==> src/rtl/ball_sched_pkg.sv <==
// rtl/ball_sched_pkg.sv - shared constants, state type and helpers for ball_move_sched
// Purpose: arrow keycodes, scheduler state enum, demo walk sequence and the
//          direction-key test used by the scheduler and its bench.
// Ports:   none (package).
package ball_sched_pkg;

  localparam logic [7:0] KEY_RIGHT = 8'd79;
  localparam logic [7:0] KEY_LEFT  = 8'd80;
  localparam logic [7:0] KEY_DOWN  = 8'd81;
  localparam logic [7:0] KEY_UP    = 8'd82;

  typedef enum logic {ST_RUN, ST_DEMO} ball_state_e;

  // Demo walk: right, down, left, up. Element 0 is issued first.
  localparam logic [3:0][7:0] DEMO_SEQ = {KEY_UP, KEY_LEFT, KEY_DOWN, KEY_RIGHT};

  // The four arrow codes are contiguous, so a range test covers them.
  function automatic logic is_dir_key(input logic [7:0] code);
    return (code >= KEY_RIGHT) && (code <= KEY_UP);
  endfunction

endpackage

==> src/rtl/ball_cmd_fifo.sv <==
// rtl/ball_cmd_fifo.sv - command FIFO between the arbiter and the issue stage
// Purpose: synchronous FIFO, DEPTH entries (power of 2), head visible combinationally.
// Ports:   frame_clk, Reset (async, active-high)
//          push_i/push_data_i  enqueue (ignored when full)
//          pop_i/head_o        dequeue / current head (ignored when empty)
//          full_o, empty_o, count_o (0..DEPTH)
module ball_cmd_fifo #(
  parameter int DEPTH = 4,
  parameter int WIDTH = 8
) (
  input  logic                   frame_clk,
  input  logic                   Reset,
  input  logic                   push_i,
  input  logic [WIDTH-1:0]       push_data_i,
  input  logic                   pop_i,
  output logic [WIDTH-1:0]       head_o,
  output logic                   full_o,
  output logic                   empty_o,
  output logic [$clog2(DEPTH):0] count_o
);

  localparam int AW = $clog2(DEPTH);

  logic [WIDTH-1:0] mem_q [DEPTH];
  logic [AW-1:0]    wr_ptr_q, wr_ptr_d;
  logic [AW-1:0]    rd_ptr_q, rd_ptr_d;
  logic [AW:0]      count_q, count_d;
  logic             do_push, do_pop;

  assign full_o  = (count_q == (AW+1)'(DEPTH));
  assign empty_o = (count_q == '0);
  assign do_push = push_i && !full_o;
  assign do_pop  = pop_i && !empty_o;
  assign head_o  = mem_q[rd_ptr_q];
  assign count_o = count_q;

  // Pointers wrap naturally because DEPTH is a power of 2; count is kept
  // separately so full and empty are distinguishable.
  always_comb begin
    wr_ptr_d = wr_ptr_q;
    rd_ptr_d = rd_ptr_q;
    count_d  = count_q;
    if (do_push) wr_ptr_d = wr_ptr_q + 1'b1;
    if (do_pop)  rd_ptr_d = rd_ptr_q + 1'b1;
    if (do_push && !do_pop) count_d = count_q + 1'b1;
    if (do_pop && !do_push) count_d = count_q - 1'b1;
  end

  always_ff @(posedge frame_clk or posedge Reset) begin
    if (Reset) begin
      wr_ptr_q <= '0;
      rd_ptr_q <= '0;
      count_q  <= '0;
    end else begin
      wr_ptr_q <= wr_ptr_d;
      rd_ptr_q <= rd_ptr_d;
      count_q  <= count_d;
    end
  end

  // Storage needs no reset: an entry is only read after it has been written.
  always_ff @(posedge frame_clk) begin
    if (do_push) mem_q[wr_ptr_q] <= push_data_i;
  end

endmodule

==> src/rtl/ball_move_sched.sv <==
// rtl/ball_move_sched.sv - two-source arrow-key scheduler feeding the ball motion block
// Purpose: edge-detects new arrow presses from two requesters, holds one pending
//          code per source, arbitrates round-robin into a command FIFO and issues
//          at most one one-frame Keycode pulse every GAP_FRAMES frames.
//          Optional demo walk when idle: enabled by defining BALL_SCHED_DEMO_EN.
// Ports:   frame_clk, Reset (async, active-high)
//          KeyA, KeyB   requester keycodes (0 = none)
//          Keycode      issued command, 0 except on issue frames
//          Demo         high while in demo mode
//          Fifo_count   FIFO occupancy
//          Grant        one-hot source of the last push (A=01, B=10)
module ball_move_sched
  import ball_sched_pkg::*;
#(
  parameter int FIFO_DEPTH  = 4,
  parameter int GAP_FRAMES  = 8,
  parameter int IDLE_FRAMES = 600,
  parameter int DEMO_PERIOD = 60
) (
  input  logic                        frame_clk,
  input  logic                        Reset,
  input  logic [7:0]                  KeyA,
  input  logic [7:0]                  KeyB,
  output logic [7:0]                  Keycode,
  output logic                        Demo,
  output logic [$clog2(FIFO_DEPTH):0] Fifo_count,
  output logic [1:0]                  Grant
);

  localparam int            GW         = $clog2(GAP_FRAMES) + 1;
  localparam logic [GW-1:0] GAP_RELOAD = GW'(GAP_FRAMES - 1);

  logic [7:0]    prev_a_q, prev_b_q;
  logic [7:0]    pend_a_q, pend_a_d, pend_b_q, pend_b_d;
  logic          pend_a_vld_q, pend_a_vld_d, pend_b_vld_q, pend_b_vld_d;
  logic          rr_q, rr_d;        // 0: A wins a tie, 1: B wins a tie
  logic [1:0]    grant_q, grant_d;
  logic [GW-1:0] gap_q, gap_d;
  logic [7:0]    keycode_q, keycode_d, fifo_key;
  logic          new_a, new_b, push_a, push_b, push, pop;
  logic [7:0]    push_data, head;
  logic          full, empty;

  assign new_a = (KeyA != prev_a_q) && is_dir_key(KeyA);
  assign new_b = (KeyB != prev_b_q) && is_dir_key(KeyB);

  // Arbitration looks only at pre-edge pending state, so a code loaded on
  // this edge cannot be pushed before the next one. Full is also pre-edge:
  // a simultaneous pop does not make room for this edge's push.
  assign push_a    = !full && pend_a_vld_q && (!pend_b_vld_q || !rr_q);
  assign push_b    = !full && pend_b_vld_q && (!pend_a_vld_q || rr_q);
  assign push      = push_a || push_b;
  assign push_data = push_a ? pend_a_q : pend_b_q;
  assign pop       = (gap_q == '0) && !empty;

  ball_cmd_fifo #(
    .DEPTH (FIFO_DEPTH),
    .WIDTH (8)
  ) u_fifo (
    .frame_clk   (frame_clk),
    .Reset       (Reset),
    .push_i      (push),
    .push_data_i (push_data),
    .pop_i       (pop),
    .head_o      (head),
    .full_o      (full),
    .empty_o     (empty),
    .count_o     (Fifo_count)
  );

  always_comb begin
    pend_a_d     = pend_a_q;
    pend_b_d     = pend_b_q;
    pend_a_vld_d = pend_a_vld_q;
    pend_b_vld_d = pend_b_vld_q;
    // A new sample wins over the clear of a slot pushed on the same edge.
    if (push_a) pend_a_vld_d = 1'b0;
    if (push_b) pend_b_vld_d = 1'b0;
    if (new_a) begin
      pend_a_d     = KeyA;
      pend_a_vld_d = 1'b1;
    end
    if (new_b) begin
      pend_b_d     = KeyB;
      pend_b_vld_d = 1'b1;
    end
    rr_d    = (pend_a_vld_q && pend_b_vld_q && push) ? ~rr_q : rr_q;
    grant_d = push_a ? 2'b01 : (push_b ? 2'b10 : grant_q);
    if (pop) begin
      gap_d    = GAP_RELOAD;
      fifo_key = head;
    end else begin
      gap_d    = (gap_q != '0) ? gap_q - 1'b1 : '0;
      fifo_key = '0;
    end
  end

  always_ff @(posedge frame_clk or posedge Reset) begin
    if (Reset) begin
      prev_a_q     <= '0;
      prev_b_q     <= '0;
      pend_a_q     <= '0;
      pend_b_q     <= '0;
      pend_a_vld_q <= 1'b0;
      pend_b_vld_q <= 1'b0;
      rr_q         <= 1'b0;
      grant_q      <= '0;
      gap_q        <= '0;
      keycode_q    <= '0;
    end else begin
      prev_a_q     <= KeyA;
      prev_b_q     <= KeyB;
      pend_a_q     <= pend_a_d;
      pend_b_q     <= pend_b_d;
      pend_a_vld_q <= pend_a_vld_d;
      pend_b_vld_q <= pend_b_vld_d;
      rr_q         <= rr_d;
      grant_q      <= grant_d;
      gap_q        <= gap_d;
      keycode_q    <= keycode_d;
    end
  end

  assign Keycode = keycode_q;
  assign Grant   = grant_q;

`ifdef BALL_SCHED_DEMO_EN
  localparam int IW = $clog2(IDLE_FRAMES) + 1;
  localparam int TW = $clog2(DEMO_PERIOD) + 1;

  ball_state_e   state_q, state_d;
  logic [IW-1:0] idle_q, idle_d;
  logic [1:0]    demo_idx_q, demo_idx_d;
  logic [TW-1:0] demo_tmr_q, demo_tmr_d;
  logic          idle_frame;

  assign idle_frame = !new_a && !new_b && !pend_a_vld_q && !pend_b_vld_q && empty;

  always_ff @(posedge frame_clk or posedge Reset) begin
    if (Reset) begin
      state_q    <= ST_RUN;
      idle_q     <= '0;
      demo_idx_q <= '0;
      demo_tmr_q <= '0;
    end else begin
      state_q    <= state_d;
      idle_q     <= idle_d;
      demo_idx_q <= demo_idx_d;
      demo_tmr_q <= demo_tmr_d;
    end
  end

  always_comb begin
    state_d    = state_q;
    idle_d     = idle_q;
    demo_idx_d = demo_idx_q;
    demo_tmr_d = demo_tmr_q;
    keycode_d  = fifo_key;
    case (state_q)
      ST_RUN: begin
        if (!idle_frame) begin
          idle_d = '0;
        end else if (idle_q == IW'(IDLE_FRAMES - 1)) begin
          state_d    = ST_DEMO;
          idle_d     = '0;
          demo_idx_d = '0;
          demo_tmr_d = '0;
        end else begin
          idle_d = idle_q + 1'b1;
        end
      end
      ST_DEMO: begin
        // FIFO is always empty here; any new press ends the demo at once
        // and the press itself is handled by the normal pending path.
        keycode_d = '0;
        if (new_a || new_b) begin
          state_d = ST_RUN;
          idle_d  = '0;
        end else if (demo_tmr_q == '0) begin
          keycode_d  = DEMO_SEQ[demo_idx_q];
          demo_idx_d = demo_idx_q + 1'b1;
          demo_tmr_d = TW'(DEMO_PERIOD - 1);
        end else begin
          demo_tmr_d = demo_tmr_q - 1'b1;
        end
      end
    endcase
  end

  assign Demo = (state_q == ST_DEMO);
`else
  logic unused_demo_cfg;
  assign unused_demo_cfg = (IDLE_FRAMES > 0) ^ (DEMO_PERIOD > 0);
  assign keycode_d       = fifo_key;
  assign Demo            = 1'b0;
`endif

endmodule
==> config.mk <==
export PLATFORM = sky130hd
export DESIGN_NAME = ball_move_sched
export DESIGN_NICKNAME = d
export VERILOG_FILES = /design/src/rtl/ball_sched_pkg.sv /design/src/rtl/ball_cmd_fifo.sv /design/src/rtl/ball_move_sched.sv
export SDC_FILE = /design/constraint.sdc
export NUM_CORES = 1
export LEC_CHECK = 0
export ABC_AREA = 1
export CORE_ASPECT_RATIO = 0.7
export CORE_UTILIZATION = 59
export CTS_BUF_LIST = sky130_fd_sc_hd__clkbuf_8
export CTS_CLUSTER_SIZE = 8
export DETAILED_ROUTE_END_ITERATION = 8
export PLACE_DENSITY_LB_ADDON = 0.2
export SLEW_MARGIN = 10
export SYNTH_ARGS = -nofsm -noshare
export SYNTH_HDL_FRONTEND = slang
export SYNTH_SLANG_ARGS = --single-unit
==> constraint.sdc <==
create_clock -name frame_clk -period 2.58 [get_ports frame_clk]
set_input_delay 0.516 -clock frame_clk [delete_from_list [all_inputs] [get_ports frame_clk]]
set_output_delay 0.516 -clock frame_clk [all_outputs]
set_load 0.1 [all_outputs]
* After elaboration in Yosys (flattened, before gate mapping)
Memories as Yosys holds them, arrays and structs flattened.
Cells that the tools add are included.
** Word-level totals
- Register bits after elaboration :: 56
- Bits in latches :: 0
- Bits in writable memories :: 32
- Bits in read-only memories :: 0
- Bits of input ports :: 18
- Output and inout port bits :: 14
- Memories kept :: 1
** Cells by class
- Add/subtract/negate cells :: 5
- Multiply operators :: 0
- Div/mod/pow operators :: 0
- Order comparisons :: 4
- Eq/ne operators :: 3
- Shift operators :: 0
- Mux-type cells :: 14
- Bitwise logic cells :: 1
- Reduce and logical (&&, ||, !) cells :: 32
** Memories
- u_fifo.mem_q :: words 4, bits a word 8, read ports 1, clocked after Yosys merged registers in 0, write ports 1, RTL line ball_cmd_fifo.sv:24 : logic [WIDTH-1:0] mem_q [DEPTH];
** Operators with widths (number)
- greater-or-equal comparator 8 x 7 -> 1 bit, second input constant :: 2
- less-or-equal comparator 8 x 7 -> 1 bit, second input constant :: 2
- two-way mux 8 bit :: 2
- inequality test 8 bit :: 2
- logical AND 1 bit :: 15
- two-way mux 4 bit :: 2
- nonzero test 2 bit :: 4
- logical NOT 1 bit :: 7
- two-way mux 1 bit :: 6
- two-way mux 3 bit :: 2
- adder 2 x 1 -> 2 bit, second input constant :: 2
- logical NOT 4 bit :: 1
- two-way mux 2 bit :: 2
- nonzero test 4 bit :: 1
- subtractor 4 x 1 -> 4 bit, second input constant :: 1
- adder 3 x 1 -> 3 bit, second input constant :: 1
- == test 3 bit, second input constant :: 1
- logical NOT 3 bit :: 1
- logical OR 1 bit :: 3
- subtractor 3 x 1 -> 3 bit, second input constant :: 1
- inverter 1 bit :: 1

* Logic depth before layout (Yosys ltp)
- Word-level depth :: 9
- Mapped depth :: 12

* Hierarchy
A second synthesis with hierarchy kept.
** Second synthesis, totals
- Cells, all modules :: 395
- Area, all modules :: 3854.9 µm²
** Modules (own cells, without submodules)
- ball_move_sched :: times used 1, cells each 240, area each 2099.5 µm², seq. area each 1226.2 µm²
- ball_cmd_fifo :: times used 1, cells each 155, area each 1755.4 µm², seq. area each 1136.1 µm²

* Least setup slack after synthesis
Ideal clock, no wire load.
- Kind :: reg2reg
- From :: register u_fifo.count_q[2] (netlist: u_fifo.count_o[2])
- To :: register u_fifo.count_q[2] (netlist: u_fifo.count_o[2])
- Data arrival time :: 2.446 ns
- Data required time :: 2.420 ns
- Setup slack :: -0.026 ns
- Stages on the path, launching flop included :: 11
- Path through :: dfrtp_1 nand3_2 nand3_1 nand2_1 inv_1 ha_1 inv_1 fa_1 a21oi_1 o21ai_0 xnor2_1
** Between the ends
- Longest elaborated chain between the ends :: 9
- Elaborated cells on any way between the ends :: 21
** Ends and longest elaborated chain
- start: declaration :: RTL line ball_cmd_fifo.sv:27 : logic [AW:0] count_q, count_d;
- start signal: assignment :: RTL line ball_cmd_fifo.sv:57 : count_q <= count_d;
- == test 3 bit :: RTL line ball_cmd_fifo.sv:30 : assign full_o = (count_q == (AW+1)'(DEPTH));
- logical NOT 1 bit :: RTL line ball_cmd_fifo.sv:32, ball_move_sched.sv:50, ball_move_sched.sv:51
- logical AND 1 bit (on tied branches) (2 in series) :: RTL line ball_move_sched.sv:50, ball_move_sched.sv:51
- logical OR 1 bit :: RTL line ball_move_sched.sv:52 : assign push = push_a || push_b;
- logical AND 1 bit :: RTL line ball_cmd_fifo.sv:32 : assign do_push = push_i && !full_o;
- logical NOT 1 bit :: RTL line ball_cmd_fifo.sv:46 : if (do_pop && !do_push) count_d = count_q - 1'b1;
- logical AND 1 bit :: RTL line ball_cmd_fifo.sv:46
- two-way mux 3 bit / nonzero test 2 bit (equally long branches)
Several ways; a longest one is shown, not always the timed one. The select of a mux whose other input is x is not followed.
A chain may end at the register's enable or synchronous reset.

* Worst setup path in the final report
- From :: register u_fifo.count_q[1] (netlist: u_fifo.count_o[1])
- To :: register u_fifo.count_q[2] (netlist: u_fifo.count_o[2])
Same word-level chain as after synthesis.

==> impl_summary.log <==
INFO  metric critical_path.max_fanout = 6
INFO  metric power_report.internal_total = 2.765 mW
INFO  metric critical_path.startpoint_type = flop
INFO  metric cp.arrival = 2.48 ns
INFO  metric grt_pass1_vias = 2192
INFO  metric timing_max_transition_violations_final = 0
INFO  metric global_route_wire_length_before_repair = 10190 µm
INFO  metric fin_total_pwr = 4.699 mW
INFO  metric htreeDepth = 3
INFO  metric route.detailed.vias_per_inst = 5.023
INFO  metric max_cap_viol_count = 0
INFO  metric die_y = 67.99 µm
INFO  metric clkPwrFrac = 19.5%
INFO  metric mappedNetlistNets = 383
INFO  metric worst_hold_path.endpoint = pend_b_q[1]$_DFFE_PP0P_
INFO  metric clock_path_buffers = 2
INFO  metric floorplan.core_area = 5871 µm²
INFO  metric r2r-start = u_fifo.count_o[1]$_DFFE_PP0P_
INFO  metric number_of_placed_instances_taps_included = 461
INFO  metric route.detailed.drc = 0
INFO  metric worstHoldStart = pend_b_q[1]$_DFFE_PP0P_
INFO  metric power_leakage = 1.930 nW
INFO  metric worstSetupEndpointType = flop
INFO  metric drt_first_pass_iters = 6
INFO  metric fin_crit_sh = 86.91%
INFO  metric rsz0062_at_grt = false
INFO  metric clkLatencyLatePin = 0.35 ns
INFO  metric io_buffers = 30
INFO  metric power_per_cell_area = 1114 nW/µm²
INFO  metric worst_setup_hold_path_clk_slew = 0.09 ns
INFO  metric design.portCount = 32
INFO  metric seqCellArea = 2364 µm²
INFO  metric gp_congestion = 0.7834
INFO  metric setup_cp_type = reg2reg
INFO  metric detailroute.via_count = 2396
INFO  metric fin_worst_skew = 0.01107 ns
INFO  metric reg2reg_to = u_fifo.count_o[2]$_DFFE_PP0P_
INFO  metric run_status = complete, no violations
INFO  metric cts_buf_count = 9
INFO  metric worstMarginPinSlew = 0.6686 ns
INFO  metric tritoncts = yes
INFO  metric cp.required = 2.82 ns
INFO  metric clockRootBuffer = clkbuf_8
INFO  metric multiInputGateArea = 1122 µm²
INFO  metric finalCriticalPeriod = 2.242 ns
INFO  metric syn_to_final_growth = 14.97%
INFO  metric global_route.usage.total = 21.50%
INFO  metric fin_setup_tns = 0 ns
INFO  metric syn_inst = 358
INFO  metric postCtsHoldBufs = 0
INFO  metric number_of_antenna_violations_at_the_first_check_in_global_routing = 0
INFO  metric synth-seq-cells = 88
INFO  metric route.antenna.remaining_nets = 0
INFO  metric die_width = 96.27 µm
INFO  metric fin_hold_ws = 0.4763 ns
INFO  metric initial_core_util = 62.51%
INFO  metric total_switching_power = 1.934 mW
INFO  metric power_frac_seq = 44.2%
INFO  metric insertedDiodeCount = 0
INFO  metric row_cnt = 23
INFO  metric synthesis.area_per_instance = 10.25 µm²
INFO  metric synth-seq-area-share = 64.37%
INFO  metric setup_slack = 0.3378 ns
INFO  metric finish.cell_count_without_fillers = 477
INFO  metric tritoncts_num_sinks = 88
INFO  metric num-fill-cells = 428
INFO  metric globalRoute.totalOverflow = 0
INFO  metric grt_start_max_net_pins = 57
INFO  metric fmax = 0.4460 GHz
INFO  metric dp_wirelength = 4180 µm
INFO  metric async_reset_ff_share = 63.64%
INFO  metric design.die.area = 6545 µm²
INFO  metric final_core_utilization = 71.87%
INFO  metric power.share.combinational = 36.3%
INFO  metric report.final.hold_viol_count = 0
INFO  metric r2r_slack = 0.34 ns
INFO  metric cts_resized = 0
INFO  metric final-setup-viol-count = 0
INFO  metric pre_cts_ws = 0.3462 ns
INFO  metric wl_per_cell = 12.96 µm
INFO  metric worst-r2r-cell-count = 11
INFO  metric wirelength = 6181 µm
INFO  metric final_nets = 422
INFO  metric syn_area = 3670 µm²
INFO  metric synth_warnings = 0
INFO  metric max-vdd-ir-drop = 0.5037 mV
INFO  metric postSynth.topFlopCell = dfrtp_1
INFO  metric holdPathStages = 2
INFO  metric max_slew_margin = 55.43%
INFO  metric drt_iter0_drcs = 176
INFO  metric switching_share = 41.15%
INFO  metric layout.cell_area.non_filler = 4219 µm²
INFO  metric synth-edff-count = 32
INFO  metric postPlaceCellArea = 4024 µm²
INFO  metric min_path_type = reg2reg
INFO  metric drive_gt1_share = 11.69%
INFO  metric postCtsSetupRepairBufs = 0
INFO  metric synth.distinct_cells = 29
==> cell usage in the layout (no fill, tap or decap), types with 2 or more instances in the layout <==
cell type,Yosys,final
nand2_1,91,91
dfrtp_1,56,55
nor2_1,49,49
inv_1,34,33
edfxtp_1,32,32
o21ai_0,25,25
buf_4,2,18
clkdlybuf4s50_1,0,17
xnor2_1,12,12
a21oi_1,12,12
nand3_1,11,11
clkbuf_8,0,9
ha_1,6,6
inv_2,3,4
nand2_2,2,2
xor2_1,2,2
o21ai_2,2,2
nor3_1,2,2
nor2_4,2,2
a21boi_0,2,2
clkinvlp_4,0,2
==> cell type report <==
cell class	instances	share of cell area, %
inverters	37	3.292
clock inverters	7	1.690
repair buffers	35	7.236
well taps	75	2.224
clock buffers	9	2.936
multi-input cells	226	26.60
flip-flops and latches	88	56.02
==> worst max-delay path, stage by stage (launching register included) <==
cell     delay (ns)
dfrtp_1        0.41
inv_1          0.12
nand3_2        0.10
nand3_1        0.14
nand2_1        0.13
inv_1          0.17
ha_1           0.18
inv_1          0.07
fa_1           0.40
a21oi_1        0.15
o21ai_0        0.12
xnor2_1        0.14
==> flip-flops by register name, indices dropped and copies added, names as in the netlist, 3 cells and up <==
register	flops
u_fifo.mem_q	32
Keycode	8
pend_a_q	8
pend_b_q	8
prev_a_q	8
prev_b_q	8
gap_q	4
u_fifo.count_o	3
==> kinds of logic after synthesis <==
kind of cell	Yosys count	share of synthesized area, %
and+or+nand+nor	159	17.63
DFF	88	64.37
AOI/OAI and AO/OA	45	6.921
other	1	0.1022
adders and majority gates	7	2.591
buffers and inverters	44	5.046
xor gates and xnor gates	14	3.341
==> worst max-delay path by stage <==
stage | from | to | slack [ns]
3_3_place_gp | u_fifo.count_o[1]$_DFFE_PP0P_ | u_fifo.count_o[2]$_DFFE_PP0P_ | 0.48
5_1_grt | gap_q[0]$_DFF_PP0_ | u_fifo.count_o[2]$_DFFE_PP0P_ | 0.12
6_report | u_fifo.count_o[1]$_DFFE_PP0P_ | u_fifo.count_o[2]$_DFFE_PP0P_ | 0.34
4_1_cts | u_fifo.count_o[1]$_DFFE_PP0P_ | u_fifo.count_o[2]$_DFFE_PP0P_ | 0.33
2_1_floorplan | u_fifo.count_o[1]$_DFFE_PP0P_ | u_fifo.count_o[2]$_DFFE_PP0P_ | 0.04
3_5_place_dp | u_fifo.count_o[1]$_DFFE_PP0P_ | u_fifo.count_o[2]$_DFFE_PP0P_ | 0.35
==> power groups by stage <==
stage,registers (mW),clock network [mW],logic (mW)
2_1_floorplan,2.51,0,0.871
3_3_place_gp,2.09,0,1.65
3_5_place_dp,2.10,0,1.70
4_1_cts,2.08,0.939,1.71
5_1_grt,2.12,0.977,1.89
6_report,2.08,0.917,1.71
==> cell usage after synthesis (all sizes together) (2+ instances only) <==
cell type | instances | area share (%)
nor2 | 51 | 5.6
nand2 | 94 | 10
dfrtp | 56 | 38
buf | 6 | 1.1
ha | 6 | 2.0
o21ai | 28 | 4.0
edfxtp | 32 | 26
nand3 | 12 | 1.8
inv | 37 | 3.8
nor3 | 2 | 0.27
a21boi | 2 | 0.41
xor2 | 2 | 0.48
xnor2 | 12 | 2.9
a21oi | 13 | 2.1
==> routing by layer <==
layer | track usage [%] | part of all wire (%)
met1 | 28.76 | 46
met2 | 34.13 | 48
met3 | 6.556 | 4.8
met4 | 6.716 | 0.57
met5 | 0 | 0
Power figures use the tool's default switching activity.
